`config.mk`:
```
export PLATFORM = sky130hd
export DESIGN_NAME = secuenciador_inicializar
export DESIGN_NICKNAME = d
export VERILOG_FILES = /design/src/rtl/secuenciador_inicializar.sv
export SDC_FILE = /design/constraint.sdc
export NUM_CORES = 1
export LEC_CHECK = 0
export CORE_MARGIN = 3
export CORE_UTILIZATION = 45
export DETAILED_ROUTE_END_ITERATION = 8
export PLACE_DENSITY_LB_ADDON = 0.1
export SETUP_SLACK_MARGIN = 0.5
export SLEW_MARGIN = 40
export SYNTH_ARGS = -nofsm -noshare
export SYNTH_HDL_FRONTEND = slang
export SYNTH_SLANG_ARGS = --single-unit
```
`constraint.sdc`:
```
create_clock -name clk -period 2.6 [get_ports clk]
set_input_delay 0.39 -clock clk [delete_from_list [all_inputs] [get_ports clk]]
set_output_delay 0.39 -clock clk [all_outputs]
set_load 0.02 [all_outputs]
```
`src/rtl/secuenciador_inicializar.sv`:
```
// RTC initialisation sequencer.
// Walks the decoder through step codes 1..8, a timed pause on code 9, then
// 10 and 11. Each bus step is handed to the bus-cycle controller with a
// one-cycle go pulse, and the sequencer waits for bus_done. A missing
// bus_done aborts the run and raises a sticky error flag. Every output is
// registered.
module secuenciador_inicializar #(
  parameter logic [15:0] WAIT_CYCLES    = 16'd1000,
  parameter logic [15:0] TIMEOUT_CYCLES = 16'd255
) (
  input  logic       clk,
  input  logic       reset_n,
  input  logic       start,
  input  logic       bus_done,
  output logic [3:0] ctrl_I,
  output logic       go,
  output logic       busy,
  output logic       done,
  output logic       error
);

  typedef enum logic [2:0] {
    IDLE     = 3'd0,
    ISSUE    = 3'd1,
    WAIT_ACK = 3'd2,
    PAUSE    = 3'd3,
    FINISH   = 3'd4
  } state_t;

  // Step codes with special meaning in the walk.
  localparam logic [3:0] STEP_IDLE       = 4'd0;
  localparam logic [3:0] STEP_FIRST      = 4'd1;
  localparam logic [3:0] STEP_PRE_PAUSE  = 4'd8;
  localparam logic [3:0] STEP_PAUSE      = 4'd9;
  localparam logic [3:0] STEP_POST_PAUSE = 4'd10;
  localparam logic [3:0] STEP_LAST       = 4'd11;

  // A zero length would mean "never". Both windows are clamped to at least one cycle.
  localparam logic [15:0] PAUSE_LEN = (WAIT_CYCLES == 16'd0) ? 16'd1 : WAIT_CYCLES;
  localparam logic [15:0] TO_LEN    = (TIMEOUT_CYCLES == 16'd0) ? 16'd1 : TIMEOUT_CYCLES;

  state_t      state, state_n;
  logic [3:0]  ctrl_n;
  logic        go_n, busy_n, done_n, error_n;
  logic [15:0] to_cnt, to_cnt_n;
  logic [15:0] pause_cnt, pause_cnt_n;
  logic        to_last, pause_last;

  // The counters count from 0. The last cycle of each window is therefore LEN-1,
  // and a counter never rises above its window length.
  assign to_last    = (to_cnt == TO_LEN - 16'd1);
  assign pause_last = (pause_cnt == PAUSE_LEN - 16'd1);

  // Next-state and next-output logic. Outputs are computed one cycle early and registered.
  always_comb begin
    state_n     = state;
    ctrl_n      = ctrl_I;
    go_n        = 1'b0;
    busy_n      = busy;
    done_n      = 1'b0;
    error_n     = error;
    to_cnt_n    = to_cnt;
    pause_cnt_n = pause_cnt;
    case (state)
      IDLE: begin
        ctrl_n = STEP_IDLE;
        busy_n = 1'b0;
        if (start) begin
          state_n = ISSUE;
          ctrl_n  = STEP_FIRST;
          go_n    = 1'b1;
          busy_n  = 1'b1;
          error_n = 1'b0;
        end
      end
      // go is high during this cycle. bus_done is not looked at here.
      ISSUE: begin
        state_n  = WAIT_ACK;
        to_cnt_n = 16'd0;
      end
      WAIT_ACK: begin
        if (bus_done) begin
          // bus_done is tested first, so it wins over a timeout in the same cycle.
          to_cnt_n = 16'd0;
          if (ctrl_I == STEP_PRE_PAUSE) begin
            state_n     = PAUSE;
            ctrl_n      = STEP_PAUSE;
            pause_cnt_n = 16'd0;
          end else if (ctrl_I == STEP_LAST) begin
            state_n = FINISH;
            ctrl_n  = STEP_IDLE;
            busy_n  = 1'b0;
            done_n  = 1'b1;
          end else begin
            state_n = ISSUE;
            ctrl_n  = ctrl_I + 4'd1;
            go_n    = 1'b1;
          end
        end else if (to_last) begin
          state_n  = IDLE;
          ctrl_n   = STEP_IDLE;
          busy_n   = 1'b0;
          error_n  = 1'b1;
          to_cnt_n = 16'd0;
        end else begin
          to_cnt_n = to_cnt + 16'd1;
        end
      end
      PAUSE: begin
        if (pause_last) begin
          state_n     = ISSUE;
          ctrl_n      = STEP_POST_PAUSE;
          go_n        = 1'b1;
          pause_cnt_n = 16'd0;
        end else begin
          pause_cnt_n = pause_cnt + 16'd1;
        end
      end
      // done is high during this cycle. start is only accepted after the return to IDLE.
      FINISH: begin
        state_n = IDLE;
        ctrl_n  = STEP_IDLE;
        busy_n  = 1'b0;
      end
      default: begin
        state_n     = IDLE;
        ctrl_n      = STEP_IDLE;
        busy_n      = 1'b0;
        to_cnt_n    = 16'd0;
        pause_cnt_n = 16'd0;
      end
    endcase
  end

  // State, counters and registered outputs. Reset clears all of them asynchronously.
  always_ff @(posedge clk or negedge reset_n) begin
    if (!reset_n) begin
      state     <= IDLE;
      ctrl_I    <= STEP_IDLE;
      go        <= 1'b0;
      busy      <= 1'b0;
      done      <= 1'b0;
      error     <= 1'b0;
      to_cnt    <= 16'd0;
      pause_cnt <= 16'd0;
    end else begin
      state     <= state_n;
      ctrl_I    <= ctrl_n;
      go        <= go_n;
      busy      <= busy_n;
      done      <= done_n;
      error     <= error_n;
      to_cnt    <= to_cnt_n;
      pause_cnt <= pause_cnt_n;
    end
  end

endmodule

```
== After elaboration in Yosys (flattened, before gate mapping) ==
Index checks and enable logic that the tools add are counted.
Cells by class
  reduce and logical (&&, ||, !) cells: 10
  multiplexer cells: 40
  equal/unequal tests: 17
  bitwise operators: 3
  add/subtract/negate cells: 3
Operators by type and width (number)
  2-to-1 mux 16 bit: 5
  case mux 16 bit (3 select lines): 1
  adder 16 x 1 -> 16 bit, second input constant: 2
  case mux 16 bit (2 select lines): 1
  2-to-1 mux 4 bit: 5
  2-to-1 mux 3 bit: 6
  2-to-1 mux 1 bit: 17
  == test 16 x 10 -> 1 bit, second input constant: 1
  == test 16 x 8 -> 1 bit, second input constant: 1
  case mux 4 bit (4 select lines): 1
  inequality test 2 bit, second input constant: 6
  case mux 3 bit (4 select lines): 1
  inequality test 3 bit, second input constant: 3
  AND reduction 3 bit: 3
  == test 4 bit, second input constant: 2
  AND reduction 4 bit: 2
  == test 3 x 2 -> 1 bit, second input constant: 2
  case mux 1 bit (3 select lines): 2
  OR reduction 3 bit: 2
  adder 4 x 1 -> 4 bit, second input constant: 1
  == test 3 x 1 -> 1 bit, second input constant: 1
  == test 3 bit, second input constant: 1
  zero test 3 bit: 1
  inverter 1 bit: 3
  3 further kinds: 3
Word-level totals
  word-level logic and storage cells: 81
  output and inout port bits: 8
  register bits: 43
  input port bits: 4

== Longest topological paths before layout ==
  word-level depth: 5
  mapped depth: 8

== Least setup slack after synthesis ==
Ideal clock, no wire load.
  path kind: register to register
  from: reg to_cnt[8]
  to: reg ctrl_I[3]
  path slack: 0.693 ns
  buffers on the path: 0
  library setup time: 0.118 ns
  arrival: 1.789 ns
  cell stages (with the launch flop): 6
  cells stage by stage: dfrtp_1 -> or4_4 -> nor4_4 -> nor2b_2 -> o31a_1 -> a21o_1
On the way
  word-level cells in the longest chain between the ends: 3
RTL lines
  from (decl): line 45  | logic [15:0] to_cnt, to_cnt_n;
  from (signal assigned): line 153  | to_cnt <= to_cnt_n;
  == test 16 x 8 -> 1 bit: line 51  | assign to_last = (to_cnt == TO_LEN - 16'd1);
  inequality test 3 bit (no line)
  AND reduction 3 bit (no line)
  to (signal assigned): line 148  | ctrl_I <= ctrl_n;
  to (decl): line 15  | output logic [3:0] ctrl_I,
No other way between the ends.
A chain may end at the register's enable or synchronous reset.

== Worst setup path after layout ==
  from: reg pause_cnt[0]
  to: reg ctrl_I[3]
On the way
  word-level cells in the longest chain between the ends: 3
RTL lines
  from (decl): line 46  | logic [15:0] pause_cnt, pause_cnt_n;
  from (signal assigned): line 154  | pause_cnt <= pause_cnt_n;
  == test 16 x 10 -> 1 bit: line 52  | assign pause_last = (pause_cnt == PAUSE_LEN - 16'd1);
  inequality test 2 bit (no line)
  AND reduction 3 bit (no line)
No other way between the ends.

==> results_dict.tcl <==
set metrics [dict create \
    status "finished clean" \
    whs_ns 0.07912 \
    power_mw 2.446 \
    dieArea_um2 6068 \
    routed_wl_mm 4.715 \
    use_met1 0.2428 \
    grt_busiest_layer "met2" \
    tightest_slew_ns 0.5415 \
    synthTopCellsByCount "dfrtp_1, nor2_1, nand2_1" \
    arrival_ns 2.16 \
    grt_util_met3 0.04872 \
    ys_seq_area_frac 0.4626 \
    holdCritPathClass "input port to asynchronous set/reset pin" \
    synth-main-ff-cell "dfrtp_1" \
    htree_levels 2 \
    fin_ws_ns 0.6272 \
    syn_nets 258 \
    grt_first_pass_wirelength_mm 8.211 \
    yosysMostFrequentCell "dfrtp_1" \
    post-route-min-period_ns 1.973 \
    drive_gt1_frac 0.07955 \
    synth_cell_types 45 \
    clock_skew_ns 0.007926 \
    path_class "register to register" \
    syn_area_um2 2326 \
    yosysTopAreaCellShare 0.4626 \
    fmax_ghz 0.5069 \
    hold_violations 0 \
    reg2regPathDepth 6 \
    use_met2 0.2517 \
    antenna_found_initial 0 \
    yosys_warnings 0 \
    async_flop_share 1.000 \
    vias 1876 \
    p_leak_nw 1.159 \
    cts_buffer_depth 2 \
    clock-root-buffer "clkbuf_8" \
    rsz0062_at_grt "true" \
    setup_violations 0 \
    synth.area.top_cells "dfrtp_1, nor2_1, xor2_1, nand2_1, nand3_1" \
    antenna_left 0 \
    post_cts_buffers 0 \
    track_usage 0.1701 \
    start_util 0.4797 \
    dieHeight_um 77.90 \
    row_count 25 \
    path_clk_slew_ns 0.08 \
    routabilityCongestion 0.8458 \
    setup_tns_ns 0 \
    drt_pass1_iterations 4 \
    dieWidth_um 77.90 \
    nNetsFinal 272 \
    ys_seq_elements 43 \
    start_kind "register" \
    syn_to_final_growth_pct 12.80 \
    synth_top_area_cell "dfrtp_1" \
    critPathRequiredTime_ns 2.79 \
    fin_crit_sh 0.7588 \
    grt_start_max_net_pins 44 \
    postCtsHoldBufs 0 \
    synth_edf_count 0 \
    n_fill_cell 448 \
    drt-wirelength-per-cell_um 14.24 \
    portBuffers 11 \
    crit_fanout 6 \
    vias_per_cell 5.668 \
    slew_viol_final 0 \
    grt-ovfl-total 0 \
    max-slew-margin-rel 0.6390 \
    avgSynthCellArea_um2 9.341 \
    fp.coreArea_um2 4848 \
    cts_made_buffers 5 \
    drc 0 \
    tritoncts "built" \
    ir_worst_vdd_v 0.0005804 \
    hpwl_mm 3.325 \
    drv_cap 0 \
    grt_pass1_vias 1733 \
    antenna_cells 0 \
    clk_latency_ns 0.29 \
    clock-sinks 43 \
    place_ws_ns 0.4297 \
    pin_count 12 \
    drtIter0Drc 124 \
    end_kind "register" \
    power.density_nw_per_um2 932.2 \
    syn_inst 249 \
]
-- kinds of logic after synthesis --
logic type	count (synthesis)	synth area share
compound gates	57	0.1555
xor+xnor	13	0.04895
fa+ha+maj	5	0.02690
buf+inv	13	0.02421
flops	43	0.4626
simple gates	118	0.2819
-- power by group --
group | switching [mW] | total (mW) | internal, mW
Combinational | 0.612 | 0.998 | 0.386
Clock | 0.223 | 0.465 | 0.243
Sequential | 0.179 | 0.982 | 0.803
Total | 1.01 | 2.45 | 1.43
-- critical path: stages (launching register included) --
cell	delay (ns)
dfrtp_1	0.40
ha_1	0.21
nor4bb_2	0.32
and4_4	0.32
a21oi_1	0.15
o31a_1	0.32
a21o_1	0.15
-- sequential cells by signal (all words and copies together), names as in the netlist --
name / count
busy: 1
ctrl_I: 4
done: 1
error: 1
go: 1
pause_cnt: 16
state: 3
to_cnt: 16
-- cell type report --
cell class	instances	area, um^2	share of cell area
clock buffers	8	100.1	0.03815
inverters	7	26.28	0.01001
multi-input cells	193	1215	0.4630
flip-flops and latches	43	1076	0.4101
well taps	67	83.83	0.03195
repair buffers	13	122.6	0.04673
-- path summary, 6_finish.rpt --
kind	slack (ns)	from	to
hold / removal	0.08	reset_n	to_cnt[14]$_DFFE_PN0N_
min in group clk	0.48	busy$_DFFE_PN0P_	busy$_DFFE_PN0P_
hold reg to reg	0.48	busy$_DFFE_PN0P_	busy$_DFFE_PN0P_
setup / recovery	0.63	pause_cnt[0]$_DFFE_PN0P_	ctrl_I[3]$_DFFE_PN0P_
max in group asynchronous	2.15	reset_n	pause_cnt[12]$_DFFE_PN0P_
setup reg to reg	0.63	pause_cnt[0]$_DFFE_PN0P_	ctrl_I[3]$_DFFE_PN0P_
-- layout by cell type (no fill, tap or decap), types with 6 or more instances in the layout --
cell | synthesis | routed
dfrtp_1 | 43 | 43
nor2_1 | 30 | 29
nand2_1 | 20 | 20
nand3_1 | 14 | 14
o21ai_0 | 14 | 13
a21oi_1 | 13 | 13
xor2_1 | 10 | 10
a31oi_1 | 10 | 10
clkdlybuf4s50_1 | 0 | 10
inv_1 | 7 | 7
clkbuf_8 | 0 | 7
nand4_1 | 6 | 6
and3_1 | 6 | 6
-- repair_timing --
item	CTS	global route
setup endpoints to repair	13	10
resized for setup	1	4
cloned	0	0
hold endpoints to repair	0	0
pin swaps	0	1
-- per-stage QoR --
stage	cells	util	cell area [um^2]
2_1_floorplan	249	-	2326
3_3_place_gp	323	0.5156	2500
3_5_place_dp	323	0.5166	2505
4_1_cts	331	0.5383	2610
5_1_grt	331	0.5412	2624
6_report	331	0.5412	2624
-- layer usage --
layer	routed length, um	share of wire	vias up
li1	-	-	938
met1	2417	0.51	903
met2	2072	0.44	31
met3	182	0.039	4
met4	43	0.0091	0
met5	0	0	-
No activity file was read; power rests on OpenSTA's default activity.
